[src/rtl/rom_fetch_unit_pkg.sv]
// Shared types and width defaults for the ROM fetch unit and its output FIFO.
package rom_fetch_unit_pkg;

    localparam int unsigned DEFAULT_ADDR_WIDTH = 8;
    localparam int unsigned DEFAULT_DATA_WIDTH = 8;

    typedef struct packed {
        logic [DEFAULT_ADDR_WIDTH-1:0] addr;
        logic [DEFAULT_DATA_WIDTH-1:0] data;
    } fetch_entry_t;

endpackage

[src/rtl/rom_fetch_unit_fetch_fifo.sv]
// Synchronous FIFO of fetched (addr, data) entries; flush empties it in one edge.
module fetch_fifo
    import rom_fetch_unit_pkg::*;
#(
    parameter int unsigned DEPTH = 2,
    parameter type entry_t = fetch_entry_t,
    localparam int unsigned CNT_W = $clog2(DEPTH + 1),
    localparam int unsigned PTR_W = (DEPTH > 1) ? $clog2(DEPTH) : 1
) (
    input  logic             clk,
    input  logic             rst_n,
    input  logic             flush,
    input  logic             push,
    input  entry_t           push_entry,
    input  logic             pop,
    output entry_t           head,
    output logic [CNT_W-1:0] count
);

    logic [PTR_W-1:0] wr_ptr;
    logic [PTR_W-1:0] rd_ptr;
    entry_t           mem [DEPTH];

    // Explicit wrap so non-power-of-two depths work.
    function automatic logic [PTR_W-1:0] next_ptr(input logic [PTR_W-1:0] p);
        if (p == PTR_W'(DEPTH - 1))
            return '0;
        return p + 1'b1;
    endfunction

    always_ff @(posedge clk or negedge rst_n) begin
        if (!rst_n) begin
            wr_ptr <= '0;
            rd_ptr <= '0;
            count  <= '0;
            for (int unsigned i = 0; i < DEPTH; i++)
                mem[i] <= '0;
        end else if (flush) begin
            wr_ptr <= '0;
            rd_ptr <= '0;
            count  <= '0;
        end else begin
            if (push) begin
                mem[wr_ptr] <= push_entry;
                wr_ptr      <= next_ptr(wr_ptr);
            end
            if (pop)
                rd_ptr <= next_ptr(rd_ptr);
            case ({push, pop})
                2'b10:   count <= count + CNT_W'(1);
                2'b01:   count <= count - CNT_W'(1);
                default: count <= count;
            endcase
        end
    end

    assign head = mem[rd_ptr];

endmodule

[src/rtl/rom_fetch_unit.sv]
// Sequential ROM byte fetcher: drives the PC, hides the ROM read latency and
// streams (address, byte) pairs to the decoder with jump and back-pressure support.
module rom_fetch_unit
    import rom_fetch_unit_pkg::*;
#(
    parameter int unsigned ADDR_WIDTH = DEFAULT_ADDR_WIDTH,
    parameter int unsigned DATA_WIDTH = DEFAULT_DATA_WIDTH,
    parameter int unsigned FIFO_DEPTH = 2,
    parameter logic [ADDR_WIDTH-1:0] RESET_ADDR = '0
) (
    input  logic                  CLK,
    input  logic                  RESET_N,
    output logic [ADDR_WIDTH-1:0] ROM_ADDR,
    input  logic [DATA_WIDTH-1:0] ROM_DATA,
    input  logic                  JUMP_EN,
    input  logic [ADDR_WIDTH-1:0] JUMP_ADDR,
    output logic [DATA_WIDTH-1:0] BYTE_OUT,
    output logic [ADDR_WIDTH-1:0] BYTE_ADDR,
    output logic                  BYTE_VALID,
    input  logic                  BYTE_READY
);

    localparam int unsigned CNT_W = $clog2(FIFO_DEPTH + 1);
    localparam int unsigned OCC_W = CNT_W + 1;

    typedef struct packed {
        logic [ADDR_WIDTH-1:0] addr;
        logic [DATA_WIDTH-1:0] data;
    } entry_t;

    logic [ADDR_WIDTH-1:0] pc;
    logic                  inflight;
    logic [ADDR_WIDTH-1:0] inflight_addr;
    logic [CNT_W-1:0]      count;
    logic [OCC_W-1:0]      occupancy;
    logic                  issue;
    logic                  push;
    logic                  pop;
    entry_t                push_entry;
    entry_t                head;

    // Credit check counts the in-flight read so its byte always has a slot.
    always_comb begin
        occupancy  = OCC_W'(count) + OCC_W'(inflight) - OCC_W'(pop);
        issue      = !JUMP_EN && (occupancy < OCC_W'(FIFO_DEPTH));
        push       = inflight && !JUMP_EN;
        push_entry = '{addr: inflight_addr, data: ROM_DATA};
    end

    always_ff @(posedge CLK or negedge RESET_N) begin
        if (!RESET_N) begin
            pc            <= RESET_ADDR;
            inflight      <= 1'b0;
            inflight_addr <= '0;
        end else begin
            if (JUMP_EN)
                pc <= JUMP_ADDR;
            else if (issue)
                pc <= pc + 1'b1;
            inflight <= issue;
            if (issue)
                inflight_addr <= pc;
        end
    end

    fetch_fifo #(
        .DEPTH   (FIFO_DEPTH),
        .entry_t (entry_t)
    ) u_fifo (
        .clk        (CLK),
        .rst_n      (RESET_N),
        .flush      (JUMP_EN),
        .push       (push),
        .push_entry (push_entry),
        .pop        (pop),
        .head       (head),
        .count      (count)
    );

    assign ROM_ADDR   = pc;
    assign BYTE_VALID = (count != '0);
    assign pop        = BYTE_VALID && BYTE_READY;
    assign BYTE_OUT   = head.data;
    assign BYTE_ADDR  = head.addr;

endmodule

[config.mk]
export PLATFORM = sky130hd
export DESIGN_NAME = rom_fetch_unit
export DESIGN_NICKNAME = d
export VERILOG_FILES = /design/src/rtl/rom_fetch_unit_pkg.sv /design/src/rtl/rom_fetch_unit_fetch_fifo.sv /design/src/rtl/rom_fetch_unit.sv
export SDC_FILE = /design/constraint.sdc
export NUM_CORES = 1
export LEC_CHECK = 0
export ABC_AREA = 1
export ABC_CLOCK_PERIOD_IN_PS = 2200
export CAP_MARGIN = 15
export CELL_PAD_IN_SITES_DETAIL_PLACEMENT = 1
export CELL_PAD_IN_SITES_GLOBAL_PLACEMENT = 2
export CORE_MARGIN = 5
export CORE_UTILIZATION = 30
export DETAILED_ROUTE_END_ITERATION = 10
export PLACE_DENSITY = 0.76
export SLEW_MARGIN = 25
export SYNTH_ARGS = -nofsm -noshare
export SYNTH_HDL_FRONTEND = slang
export SYNTH_SLANG_ARGS = --single-unit
[constraint.sdc]
create_clock -name CLK -period 2.2 [get_ports CLK]
set_input_delay 0.22 -clock CLK [delete_from_list [all_inputs] [get_ports CLK]]
set_output_delay 0.22 -clock CLK [all_outputs]
set_load 0.01 [all_outputs]
==> impl_metrics.tcl <==
set metrics [dict create \
    ir_drop_uv 478 \
    gp_congestion 0.720 \
    grt_pass1_wl_um 10800 \
    fmax_mhz 484 \
    clkTransAtPathRegs_ns 0.10 \
    core-area_sq_um 8300 \
    multi_input_area_sq_um 1050 \
    core.rowCount 33 \
    rsz0062_at_grt "true" \
    finalHoldViolCount 0 \
    leakage_nw 1.69 \
    cp_max_fo 7 \
    yosys.area.top_type "dfrtp_1" \
    dr.first_iter.drc_count 55 \
    yosysMostFrequentCell "nand2_1" \
    slowest_delay_ns 0.55 \
    clk_latency_ns 0.31 \
    cts_tree "yes" \
    ios 45 \
    syn-instance-count 319 \
    p_total_mw 4.60 \
    ant_nets 0 \
    min_period_ns 2.07 \
    worstSetupPathType "flop to flop" \
    syn_avg_cell_area_sq_um 8.06 \
    syn_area_sq_um 2570 \
    final_util_pct 40.9 \
    yosysWarnings 0 \
    synth-edff-count 0 \
    arrival_ns 2.32 \
    grt_overflow 0 \
    period_share_pct 93.9 \
    finalSetupViolations 0 \
    cts_made_buffers 5 \
    drc_errors 0 \
    synth_nets 341 \
    timing.clock.skew_ns 0.00876 \
    regArea_sq_um 1330 \
    synthFlopType "dfrtp_1" \
    syn_to_final_growth_pct 32.2 \
    crit_required_ns 2.45 \
    synthTopCellsByCount "nand2_1, dfrtp_1, inv_1" \
    initial_core_util_pct 31.0 \
    vias_per_cell 4.46 \
    htreeDepth 2 \
    diodes 0 \
    async_flop_share_pct 100 \
    clock-sinks 53 \
    synth_top_area_share_pct 51.6 \
    portBuffers 44 \
    nFillCells 1003 \
    powerDensity_nw_per_um2 1350 \
    clockBufferDepth 2 \
    cp-start-kind "flop" \
    dieWidth_um 103 \
    grt_pass1_vias 2182 \
    synth.area.top_cells "dfrtp_1, nand2_1, o21ai_0" \
    crit_chain "inv_2, nand2_2, nand2_2, inv_2, nand2_2, o21ai_1, nand2_1, fa_1, nand3_4, nor2_4, clkbuf_16, nand3_2, nand2_1" \
    synth-seq-cells 53 \
    nNetsFinal 399 \
    grt_max_degree 33 \
    cpMaxStageDelayCell "fa_1" \
    hp-class "input port to async pin" \
    clockRootBuffer "clkbuf_8" \
    drv_cap 0 \
    path_common_cell "nand2_2" \
    gr-usage-all-layers_pct 13.0 \
    detail_route.wirelength_um 6390 \
    tightestPinTransition_ns 0.421 \
    die_h_um 103 \
    hpwl_um 4430 \
    routedWlPerCell_um 13.2 \
    end_kind "flop" \
    drt-pass1-iter-count 4 \
    num_vias 2156 \
    slew_violations 0 \
    drive_above_1_share_pct 15.6 \
    ys_types 23 \
    relSlewSlack_pct 71.9 \
    run_status "finished, final reports clean" \
    die_area_sq_um 10500 \
    antenna_found_initial 0 \
    seq_area_frac_synth_pct 51.6 \
]
placed cells by master, fill, tap and decap left out, types with 2 or more instances in the layout:
cell type,count
nand3_1,15
o21ai_1,6
nor2_1,5
inv_2,3
o21ai_2,16
nand2_2,8
buf_4,15
o21ai_0,22
buf_12,2
buf_6,2
nand2_1,133
clkdlybuf4s50_1,43
dfrtp_1,53
inv_1,30
clkbuf_8,5
nand3_2,2
xnor2_1,2
nand4_1,2
stage by stage:
step / hold slack, ns / std cells / instance area [sq um] / worst slack, ns / TNS (ns)
floorplan: -0.0756 / 319 / 2570 / 0.117 / 0
CTS: 0.378 / 478 / 3310 / 0.131 / 0
global placement: 0.181 / 469 / 3190 / 0.0665 / 0
finish: 0.364 / 483 / 3400 / 0.134 / 0
detailed placement: 0.185 / 469 / 3190 / -0.00116 / -0.00116
global route: 0.404 / 483 / 3400 / -0.0438 / -0.329
flip-flops by register name, indices dropped and copies added, names as in the netlist:
name,flops
u_fifo.wr_ptr,1
u_fifo.mem,32
ROM_ADDR,8
inflight,1
u_fifo.rd_ptr,1
u_fifo.count,2
inflight_addr,8
cell families (layout without fill, tap and decap cells):
family / Yosys count / in the layout / share of synthesized area (%)
DFF: 53 / 53 / 51.6
and+or+nand+nor: 168 / 168 / 26.6
AOI/OAI and AO/OA: 45 / 45 / 11.1
buffers and inverters: 48 / 107 / 8.42
xor gates and xnor gates: 3 / 3 / 1.02
adders and majority gates: 2 / 2 / 1.27
power by group:
part / switching, mW / internal, mW
clock network: 0.333 / 0.342
logic: 1.12 / 1.10
registers: 0.305 / 1.40
total: 1.76 / 2.84
critical path: cells and delay by family, from the launching register on:
family	cells	cell delay [ns]
adders and majority gates	1	0.55
buffers and inverters	3	0.32
and+or+nand+nor	8	0.68
AOI/OAI and AO/OA	1	0.06
DFF	1	0.40
metal layers:
metal  routed length [um]  vias to the layer above  track usage (%)
li1                     -                     1102                -
met1                 3170                     1011             18.3
met2                 2890                       37             20.4
met3                  260                        6             2.71
met4                   76                        0             3.63
met5                    0                        -                0
path summary, 6_finish.rpt:
path / cells after the start / start / slack (ns) / end
max: 13 / u_fifo.count[0] / 0.13 / ROM_ADDR[7]
min: 2 / RESET_N / 0.36 / u_fifo.mem[21]
max reg2reg: 13 / u_fifo.count[0] / 0.13 / ROM_ADDR[7]
min reg2reg: 2 / u_fifo.mem[31] / 0.49 / u_fifo.mem[31]
max in group asynchronous: 3 / RESET_N / 1.21 / ROM_ADDR[3]
min in group CLK: 3 / ROM_DATA[1] / 0.46 / u_fifo.mem[17]
final cells by class:
| class | instances | area share [%] |
|---|---|---|
| multi-input cells | 218 | 31.0 |
| inverters | 34 | 3.76 |
| clock inverters | 2 | 1.14 |
| well taps | 105 | 3.87 |
| repair buffers | 65 | 19.0 |
| clock buffers | 6 | 2.14 |
| flip-flops and latches | 53 | 39.0 |
what timing repair did:
| action | CTS | global route |
|---|---|---|
| gates resized for setup | 0 | 19 |
| hold buffers | 1 | 0 |
| setup buffers | 0 | 3 |
| endpoints found under the hold margin | 16 | 0 |
| endpoints found under the setup margin | 0 | 6 |
Note: power is estimated with default switching activity, not from simulation.
